File: src/rtl/vlane_exec_if.sv
// Instruction, vrf read and vrf write signals of the vlane_exec lane.
// master = issuing side plus vrf model, slave = the lane.
interface vlane_exec_if #(
  parameter int unsigned els_p  = 32,
  parameter int unsigned vlen_p = 8,
  parameter int unsigned vdw_p  = 32
);
  localparam int unsigned addr_width_lp = (els_p > 1) ? $clog2(els_p) : 1;
  localparam int unsigned vec_width_lp  = vlen_p * vdw_p;

  logic                                v_i;
  logic                                ready_o;
  logic [2:0]                          op_i;
  logic [addr_width_lp-1:0]            vs1_i;
  logic [addr_width_lp-1:0]            vs2_i;
  logic [addr_width_lp-1:0]            vd_i;
  logic [1:0][addr_width_lp-1:0]       r_addr_o;
  logic [1:0][vec_width_lp-1:0]        r_data_i;
  logic [addr_width_lp-1:0]            w_addr_o;
  logic [vec_width_lp-1:0]             w_data_o;
  logic                                w_en_o;
  logic                                done_o;
  logic                                err_o;

  modport master (
    output v_i, op_i, vs1_i, vs2_i, vd_i, r_data_i,
    input  ready_o, r_addr_o, w_addr_o, w_data_o, w_en_o, done_o, err_o
  );

  modport slave (
    input  v_i, op_i, vs1_i, vs2_i, vd_i, r_data_i,
    output ready_o, r_addr_o, w_addr_o, w_data_o, w_en_o, done_o, err_o
  );
endinterface

File: src/rtl/vlane_exec.sv
// Element-serial vector lane: vd = vs1 OP vs2, one element per cycle.
// Optional element multiply (op 7) enabled by defining VLANE_MUL_EN.
module vlane_exec #(
  parameter int unsigned els_p  = 32,
  parameter int unsigned vlen_p = 8,
  parameter int unsigned vdw_p  = 32
) (
  input  logic          clk_i,
  input  logic          reset_i,
  vlane_exec_if.slave   bus
);
  localparam int unsigned addr_width_lp = (els_p > 1) ? $clog2(els_p) : 1;
  localparam int unsigned cnt_width_lp  = (vlen_p > 1) ? $clog2(vlen_p) : 1;

  localparam logic [1:0] ST_IDLE = 2'd0;
  localparam logic [1:0] ST_READ = 2'd1;
  localparam logic [1:0] ST_EXEC = 2'd2;
  localparam logic [1:0] ST_WB   = 2'd3;

  logic [1:0]                     r_state;
  logic [1:0]                     w_state_nxt;
  logic [2:0]                     r_op;
  logic [addr_width_lp-1:0]       r_vd;
  logic [1:0][addr_width_lp-1:0]  r_addr;
  logic [vlen_p-1:0][vdw_p-1:0]   r_a;
  logic [vlen_p-1:0][vdw_p-1:0]   r_b;
  logic [vlen_p-1:0][vdw_p-1:0]   r_res;
  logic [cnt_width_lp-1:0]        r_cnt;

  logic                           w_xfer;
  logic                           w_last;
  logic                           w_illegal;
  logic [vdw_p-1:0]               w_ea;
  logic [vdw_p-1:0]               w_eb;
  logic [vdw_p-1:0]               w_elem;

  assign w_xfer = bus.v_i && (r_state == ST_IDLE);
  assign w_last = (r_cnt == cnt_width_lp'(vlen_p - 1));
  assign w_ea   = r_a[r_cnt];
  assign w_eb   = r_b[r_cnt];

`ifdef VLANE_MUL_EN
  assign w_illegal = 1'b0;
`else
  assign w_illegal = (r_op == 3'd7);
`endif

  // State register
  always_ff @(posedge clk_i) begin
    if (reset_i) r_state <= ST_IDLE;
    else         r_state <= w_state_nxt;
  end

  // Next-state logic
  always_comb begin
    w_state_nxt = r_state;
    case (r_state)
      ST_IDLE: if (w_xfer) w_state_nxt = ST_READ;
      ST_READ: w_state_nxt = ST_EXEC;
      ST_EXEC: if (w_last) w_state_nxt = ST_WB;
      ST_WB:   w_state_nxt = ST_IDLE;
      default: w_state_nxt = ST_IDLE;
    endcase
  end

  // Element ALU; add/sub/mul wrap to vdw_p bits
  always_comb begin
    w_elem = '0;
    case (r_op)
      3'd0: w_elem = w_ea + w_eb;
      3'd1: w_elem = w_ea - w_eb;
      3'd2: w_elem = w_ea & w_eb;
      3'd3: w_elem = w_ea | w_eb;
      3'd4: w_elem = w_ea ^ w_eb;
      3'd5: w_elem = ($signed(w_ea) < $signed(w_eb)) ? w_ea : w_eb;
      3'd6: w_elem = ($signed(w_ea) > $signed(w_eb)) ? w_ea : w_eb;
`ifdef VLANE_MUL_EN
      3'd7: w_elem = w_ea * w_eb;
`endif
      default: w_elem = '0;
    endcase
  end

  // Instruction latch, operand buffers, element counter and result buffer
  always_ff @(posedge clk_i) begin
    if (reset_i) begin
      r_op   <= '0;
      r_vd   <= '0;
      r_addr <= '0;
      r_a    <= '0;
      r_b    <= '0;
      r_res  <= '0;
      r_cnt  <= '0;
    end else begin
      if (w_xfer) begin
        r_op      <= bus.op_i;
        r_vd      <= bus.vd_i;
        r_addr[0] <= bus.vs1_i;
        r_addr[1] <= bus.vs2_i;
      end
      if (r_state == ST_READ) begin
        r_a   <= bus.r_data_i[0];
        r_b   <= bus.r_data_i[1];
        r_cnt <= '0;
      end
      if (r_state == ST_EXEC) begin
        r_res[r_cnt] <= w_elem;
        r_cnt        <= w_last ? '0 : r_cnt + cnt_width_lp'(1);
      end
    end
  end

  assign bus.ready_o  = (r_state == ST_IDLE);
  assign bus.w_en_o   = (r_state == ST_WB) && !w_illegal;
  assign bus.done_o   = (r_state == ST_WB);
  assign bus.err_o    = (r_state == ST_WB) && w_illegal;
  assign bus.r_addr_o = r_addr;
  assign bus.w_addr_o = r_vd;
  assign bus.w_data_o = r_res;
endmodule
File: src/flat_wrapper.sv
// flat-port wrapper written by rule: the top's interface ports become plain ports
module vlane_exec_flat 
#(
  parameter int unsigned els_p  = 32,
  parameter int unsigned vlen_p = 8,
  parameter int unsigned vdw_p  = 32
)
  (clk_i, reset_i, bus_v_i, bus_op_i, bus_vs1_i, bus_vs2_i, bus_vd_i, bus_r_data_i, bus_ready_o, bus_r_addr_o, bus_w_addr_o, bus_w_data_o, bus_w_en_o, bus_done_o, bus_err_o);
  vlane_exec_if #(.els_p(els_p), .vlen_p(vlen_p), .vdw_p(vdw_p)) bus_i ();
  input  logic clk_i;
  input  logic reset_i;
  input wire logic [$bits(bus_i.v_i)-1:0] bus_v_i;
  input wire logic [$bits(bus_i.op_i)-1:0] bus_op_i;
  input wire logic [$bits(bus_i.vs1_i)-1:0] bus_vs1_i;
  input wire logic [$bits(bus_i.vs2_i)-1:0] bus_vs2_i;
  input wire logic [$bits(bus_i.vd_i)-1:0] bus_vd_i;
  input wire logic [$bits(bus_i.r_data_i)-1:0] bus_r_data_i;
  output wire logic [$bits(bus_i.ready_o)-1:0] bus_ready_o;
  output wire logic [$bits(bus_i.r_addr_o)-1:0] bus_r_addr_o;
  output wire logic [$bits(bus_i.w_addr_o)-1:0] bus_w_addr_o;
  output wire logic [$bits(bus_i.w_data_o)-1:0] bus_w_data_o;
  output wire logic [$bits(bus_i.w_en_o)-1:0] bus_w_en_o;
  output wire logic [$bits(bus_i.done_o)-1:0] bus_done_o;
  output wire logic [$bits(bus_i.err_o)-1:0] bus_err_o;
  assign bus_i.v_i = bus_v_i;
  assign bus_i.op_i = bus_op_i;
  assign bus_i.vs1_i = bus_vs1_i;
  assign bus_i.vs2_i = bus_vs2_i;
  assign bus_i.vd_i = bus_vd_i;
  assign bus_i.r_data_i = bus_r_data_i;
  assign bus_ready_o = bus_i.ready_o;
  assign bus_r_addr_o = bus_i.r_addr_o;
  assign bus_w_addr_o = bus_i.w_addr_o;
  assign bus_w_data_o = bus_i.w_data_o;
  assign bus_w_en_o = bus_i.w_en_o;
  assign bus_done_o = bus_i.done_o;
  assign bus_err_o = bus_i.err_o;
  vlane_exec #(.els_p(els_p), .vlen_p(vlen_p), .vdw_p(vdw_p)) u_core (.clk_i(clk_i), .reset_i(reset_i), .bus(bus_i));
endmodule
File: config.mk
export PLATFORM = sky130hd
export DESIGN_NAME = vlane_exec_flat
export DESIGN_NICKNAME = d
export VERILOG_FILES = /design/src/rtl/vlane_exec_if.sv /design/src/rtl/vlane_exec.sv /design/src/flat_wrapper.sv
export SDC_FILE = /design/constraint.sdc
export NUM_CORES = 2
export LEC_CHECK = 0
export CAP_MARGIN = 40
export CORE_AREA = 5 5 315 317
export CTS_CLUSTER_SIZE = 24
export DETAILED_ROUTE_END_ITERATION = 7
export DIE_AREA = 0 0 320 322
export DONT_BUFFER_PORTS = 1
export HOLD_SLACK_MARGIN = 0.06
export PLACE_DENSITY = 0.63
export SETUP_SLACK_MARGIN = 0.2
export SKIP_LAST_GASP = 1
export SLEW_MARGIN = 20
export SYNTH_ARGS = -nofsm -noshare
export SYNTH_HDL_FRONTEND = slang
export SYNTH_SLANG_ARGS = --single-unit
File: constraint.sdc
create_clock -name clk_i -period 16.2 [get_ports clk_i]
set_clock_uncertainty 0.05 [all_clocks]
set_input_delay 3.24 -clock clk_i [delete_from_list [all_inputs] [get_ports clk_i]]
set_output_delay 3.24 -clock clk_i [all_outputs]
set_load 0.1 [all_outputs]
==> Word-level counts from Yosys, hierarchy flattened <==
Index checks and enable logic that the tools add are counted.
W data, S select, Z words.
{ "classes": {"addsub": 3, "n_bitwise": 3, "n_eq_ne": 13, "n_reduce_logical": 9, "magnitude_cmp": 4, "mux": 16} }
{ "op_table": {"columns": ["cell", "n"], "rows": [
  ["$bwmux W256", 1],
  ["$pmux W32 S7", 1],
  ["$bmux W32 S3", 2],
  ["$mux W32", 5],
  ["$demux W32 S3", 1],
  ["$add A32 B32 Y32", 1],
  ["$and A32 B32 Y32", 1],
  ["$gt A32 B32 Y1", 1],
  ["$lt A32 B32 Y1", 1],
  ["$or A32 B32 Y32", 1],
  ["$sub A32 B32 Y32", 1],
  ["$xor A32 B32 Y32", 1],
  ["$eq A3 B3 Y1 const B", 5],
  ["$mux W3", 3],
  ["$pmux W2 S4", 1],
  ["$eq A3 B2 Y1 const B", 2],
  ["$eq A2 B2 Y1 const B", 2],
  ["$logic_and A1 B1 Y1", 4],
  ["$lt A3 B4 Y1 const B", 1],
  ["$mux W2", 2],
  ["$ne A2 B1 Y1 const B", 2],
  ["$add A3 B1 Y3 const B", 1],
  ["$eq A3 B1 Y1 const B", 1],
  ["$ge A3 B1 Y1 const B", 1],
  ["6 further kinds", 6]
]} }
{ "totals": {"wordCells": 78, "in_bits": 533, "regBits": 791, "output_inout_bits": 275} }

==> Longest topological paths before layout <==
{ "depth": {"ltp_word": 6, "depth_mapped": 22, "mapped_depth_nobuf": 17} }

==> Worst setup path before layout <==
Ideal clock, no wire load.
{ "synth_path": {"path_kind": "reg-to-output", "startpoint": "register u_core.r_op[1]", "endpoint": "output bus_err_o", "path_slack_ns": 10.295, "required_ns": 12.910, "stages_incl_launch_ff": 6, "path_buffers": 3, "arrival_ns": 2.615, "path_cell_list": "dfxtp_1 > buf_1 > clkbuf_1 > buf_1 > nand3_1 > nor2_1"} }
{ "synth_between": {"elab_chain_len": 2} }
{ "synth_rtl": {"columns": ["element", "line_no", "source"], "rows": [
  ["start: declaration", "vlane_exec.sv:22", "logic [2:0] r_op;"],
  ["start signal: assignment", "vlane_exec.sv:96", "r_op <= bus.op_i;"],
  ["$eq A3 B3 Y1", "vlane_exec.sv:45", "assign w_illegal = (r_op == 3'd7);"],
  ["$logic_and A1 B1 Y1", "vlane_exec.sv:116", "assign bus.err_o = (r_state == ST_WB) && w_illegal;"],
  ["end: declaration", "flat_wrapper.sv:24", "output wire logic [$bits(bus_i.err_o)-1:0] bus_err_o;"]
]} }
No other way between the ends.

==> Final worst setup path <==
{ "layout_path": {"startpoint": "register u_core.r_cnt[1]", "endpoint": "register u_core.r_res, in the netlist u_core.bus.w_data_o[36]"} }
{ "layout_between": {"elab_chain_len": 6, "word_cells_on_any_way": 20, "cone_classes": "2 x add/sub; 4 x order compare; 10 x mux; 3 x bitwise; 1 x reduce/logical"} }
{ "layout_rtl": {"columns": ["element", "line_no", "source"], "rows": [
  ["start: declaration", "vlane_exec.sv:28", "logic [cnt_width_lp-1:0] r_cnt;"],
  ["start signal: assignment", "vlane_exec.sv:108", "r_cnt <= w_last ? '0 : r_cnt + cnt_width_lp'(1);"],
  ["$bmux W32 S3, on equally long branches", "vlane_exec.sv:39, vlane_exec.sv:40", null],
  ["$mux W32, on equally long branches", "vlane_exec.sv:39, vlane_exec.sv:40", null],
  ["$gt A32 B32 Y1 or $lt A32 B32 Y1 (tied branches)", "vlane_exec.sv:76, vlane_exec.sv:75", null],
  ["$mux W32, on equally long branches", "vlane_exec.sv:76, vlane_exec.sv:75", null],
  ["$pmux W32 S7", "vlane_exec.sv:69", "case (r_op)"],
  ["$bwmux W256 (*)", "vlane_exec.sv:107", "r_res[r_cnt] <= w_elem;"],
  ["end signal: indexed assignment", "vlane_exec.sv:107", null],
  ["end: declaration", "vlane_exec.sv:27", "logic [vlen_p-1:0][vdw_p-1:0] r_res;"]
]} }
Mark *: on every way between the ends. The rest lies on a longest branch, timed or not. The select of a mux whose other input is x is not followed.
A chain may end at the register's enable or synchronous reset.

==> flow_summary_export.csv <==
group,metric,value,unit
run_status,status,"finished with violations",
run_status,violations,"slew limit",
placed_design,post-place-ws,8.177,ns
detailed_routing,dr.first_iter.drc_count,4406,
critical_path,endpoint_kind,"register",
finish,fillers,8582,
timing,setup-tns-final,0,ns
timing,rsz0062_at_grt,"false",
global_routing,grtUsageTotal,0.3215,
power,leakagePower,0.01793,uW
critical_path,cp.required,16.60,ns
clocking,numCtsBuffers,86,
die,die_y,322,um
detailed_routing,vias_per_cell,6.067,
detailed_routing,postRouteWirelength,175.1,mm
die,start_util,0.3989,
finish,layout-drive-gt1-share,0.1392,
critical_path,cpLargestDelayFamily,"compound AO/OA/AOI/OAI gates",
clocking,cts_hold_buffers,0,
critical_path,path_class,"reg2reg",
logic_synthesis,ys_types,87,
clocking,cts-root-buf,"clkbuf_16",
logic_synthesis,synth.avg_cell_area,8.830,sq um
detailed_routing,met3_length,18.13,mm
detailed_routing,vias,35370,
clocking,cts_max_level,3,
timing,hold_violations,0,
power,power_density,173.3,nW/um^2
critical_path,critPathMaxStageDelay,0.94,ns
placed_design,port_buffers,0,
die,die_area,103000,sq um
critical_path,crit_buf_inv,6,
timing,finalCritPeriodShare,0.4984,
logic_synthesis,ys_top_cells_by_count,"nor2_1 (988), dfxtp_1 (791), mux2i_1 (676)",
critical_path,cp_max_fo,59,
logic_synthesis,synth.most_common_cell,"nor2_1",
timing,min_period,8.074,ns
detailed_routing,routed.top_layer,"met5",
finish,multi_input_area,20800,sq um
detailed_routing,firstDrtPassIters,6,
power,peakVddDrop,0.0001666,V
detailed_routing,routedLengthMet1,64.40,mm
detailed_routing,route.detailed.drc,0,
timing,slew_headroom,-0.1764,
critical_path,slowest_stage,"a221oi_2",
clocking,postCtsResizedCells,0,
finish,layout.nets,5093,
finish,ff_latch_area,15840,sq um
logic_synthesis,synth-edff-count,0,
logic_synthesis,synth_flop_cell,"dfxtp_1",
die,num_rows,114,
timing,fmax,123.9,MHz
finish,area_delta_synth_final,27.29,%
critical_path,arrival,8.48,ns
finish,final_cells,5829,
global_routing,gr-total-overflow,0,
critical_path,path_common_cell,"buf_4",
placed_design,hpwl,129.8,mm
clocking,cts_tree,"yes",
clocking,clk_pin_slew,0.06,ns
logic_synthesis,synth_nets,4973,
timing,worstMarginPinSlew,1.765,ns
placed_design,dp_cells,5633,
logic_synthesis,synth_area,38290,sq um
critical_path,crit_path_cell_trace,"buf_4, buf_4, nand2_2, buf_4, o221ai_1, inv_1, ha_1, nor2b_1, a2111oi_2, a211oi_1, a211oi_2, buf_4, o211ai_2, buf_4, nand3_1, nand2_4, a221oi_2, a211oi_1",
detailed_routing,wire_per_inst,30.05,um
clocking,cts_setup_buffers,0,
global_routing,grt_pass1_wl,247.4,mm
clocking,clkLatencyLatePin,0.67,ns
logic_synthesis,yosys_warnings,0,
clocking,clockBufferDepth,3,
logic_synthesis,synth-seq-cells,791,
critical_path,cp-start-kind,"register",
timing,postLayoutSetupSlackWorst,8.126,ns
global_routing,grt_max_degree,800,
die,core,95990,sq um
placed_design,globalplace.congestion,0.9912,
detailed_routing,final_antenna_net_count,0,
die,ios,808,
logic_synthesis,synth_top_area_frac,0.4136,
logic_synthesis,synth_area_leaders,"dfxtp_1 (41%), mux2i_1 (18%), nor2_1 (9.7%), a211oi_1 (4.8%), ha_1 (3.3%)",
logic_synthesis,synth_area_leader_cell,"dfxtp_1",
clocking,clock-sinks,791,
logic_synthesis,synth-seq-area-share,0.4136,
die,dieWidth,320,um
worst_hold_path,hold_path_class,"reg2reg",
global_routing,antenna_found_initial,48,
job,cap_violations,0,
logic_synthesis,async_flop_share,0,
detailed_routing,dr_wl_met2,81.87,mm
timing,maxSlewViolCount,167,
logic_synthesis,syn_inst,4336,
timing,setup_viol,0,
global_routing,grt_pass1_vias,34360,
-- state kept, by name, summed over array words and instances, names as in the netlist --
name                 flops
u_core.bus.r_addr_o     10
u_core.bus.w_addr_o      5
u_core.bus.w_data_o    256
u_core.r_a             256
u_core.r_b             256
u_core.r_cnt             3
u_core.r_op              3
u_core.r_state           2
-- kinds of logic after synthesis --
logic type / synth area share
XOR/XNOR: 0.004575
AO/OA/AOI/OAI: 0.1619
buffers and inverters: 0.04536
flip-flops: 0.4136
multiplexers: 0.1926
adder cells (fa/ha/maj): 0.03438
AND/OR/NAND/NOR: 0.1476
-- power by group --
group / internal [uW] / switching (uW)
logic: 1400 / 2530
clock network: 1150 / 842
registers: 2280 / 246
total: 4830 / 3620
-- path summary, 6_finish.rpt --
kind,depth (start not counted),slack [ns],to,start
worst min register to register,2,0.44,u_core.bus.r_addr_o[1],u_core.bus.r_addr_o[1]
worst max-delay path,18,8.13,u_core.bus.w_data_o[36],u_core.r_cnt[1]
worst max register to register,18,8.13,u_core.bus.w_data_o[36],u_core.r_cnt[1]
worst min-delay path,2,0.44,u_core.bus.r_addr_o[1],u_core.bus.r_addr_o[1]
-- per-layer routing --
metal,vias to the layer above,track usage
li1,15590,-
met1,17060,0.3728
met2,2128,0.5171
met3,565,0.1122
met4,18,0.1861
met5,-,0
-- cells in the final DEF (no fill, tap or decap), types with 19 or more instances in the layout --
| cell type | n |
|---|---|
| mux2_2 | 50 |
| buf_16 | 180 |
| o211ai_1 | 20 |
| o21ai_0 | 99 |
| diode_2 | 35 |
| nor2b_1 | 23 |
| a22oi_1 | 26 |
| mux2i_1 | 676 |
| dfxtp_1 | 788 |
| a211oi_1 | 241 |
| o22ai_1 | 32 |
| a21oi_1 | 219 |
| buf_8 | 102 |
| buf_4 | 79 |
| ha_1 | 101 |
| nor2_1 | 984 |
| nor3_1 | 44 |
| nand2_1 | 164 |
| clkbuf_16 | 88 |
| inv_1 | 102 |
| nand3_1 | 30 |
| a22o_1 | 19 |
| o221ai_1 | 23 |
-- worst reg2reg max path: cells and delay by family, from the launching register on --
family / cells / cell delay, ns
AOI/OAI and AO/OA: 7 / 3.04
buffers and inverters: 6 / 2.59
adders and majority gates: 1 / 0.51
and+or+nand+nor: 4 / 1.12
DFF: 1 / 0.56
-- stage by stage --
stage,power (uW),utilization,hold WS [ns],area [sq um]
floorplan,5030,-,0.4044,38290
finish,8447,0.5077,0.4360,48740
detailed placement,6318,0.4762,0.4286,45710
CTS,8316,0.5054,0.4365,48520
global placement,6029,0.4077,0.4174,39140
global route,8782,0.5076,0.4602,48730
-- final cells by class --
class,count,area share
Multi-Input combinational cell,3096,0.4268
Sequential cell,791,0.3251
Timing Repair Buffer,375,0.1477
Clock buffer,118,0.05058
Tap cell,1276,0.03276
Inverter,106,0.008215
Clock inverter,32,0.007034
Antenna cell,35,0.001797
Power figures use the tool's default switching activity.
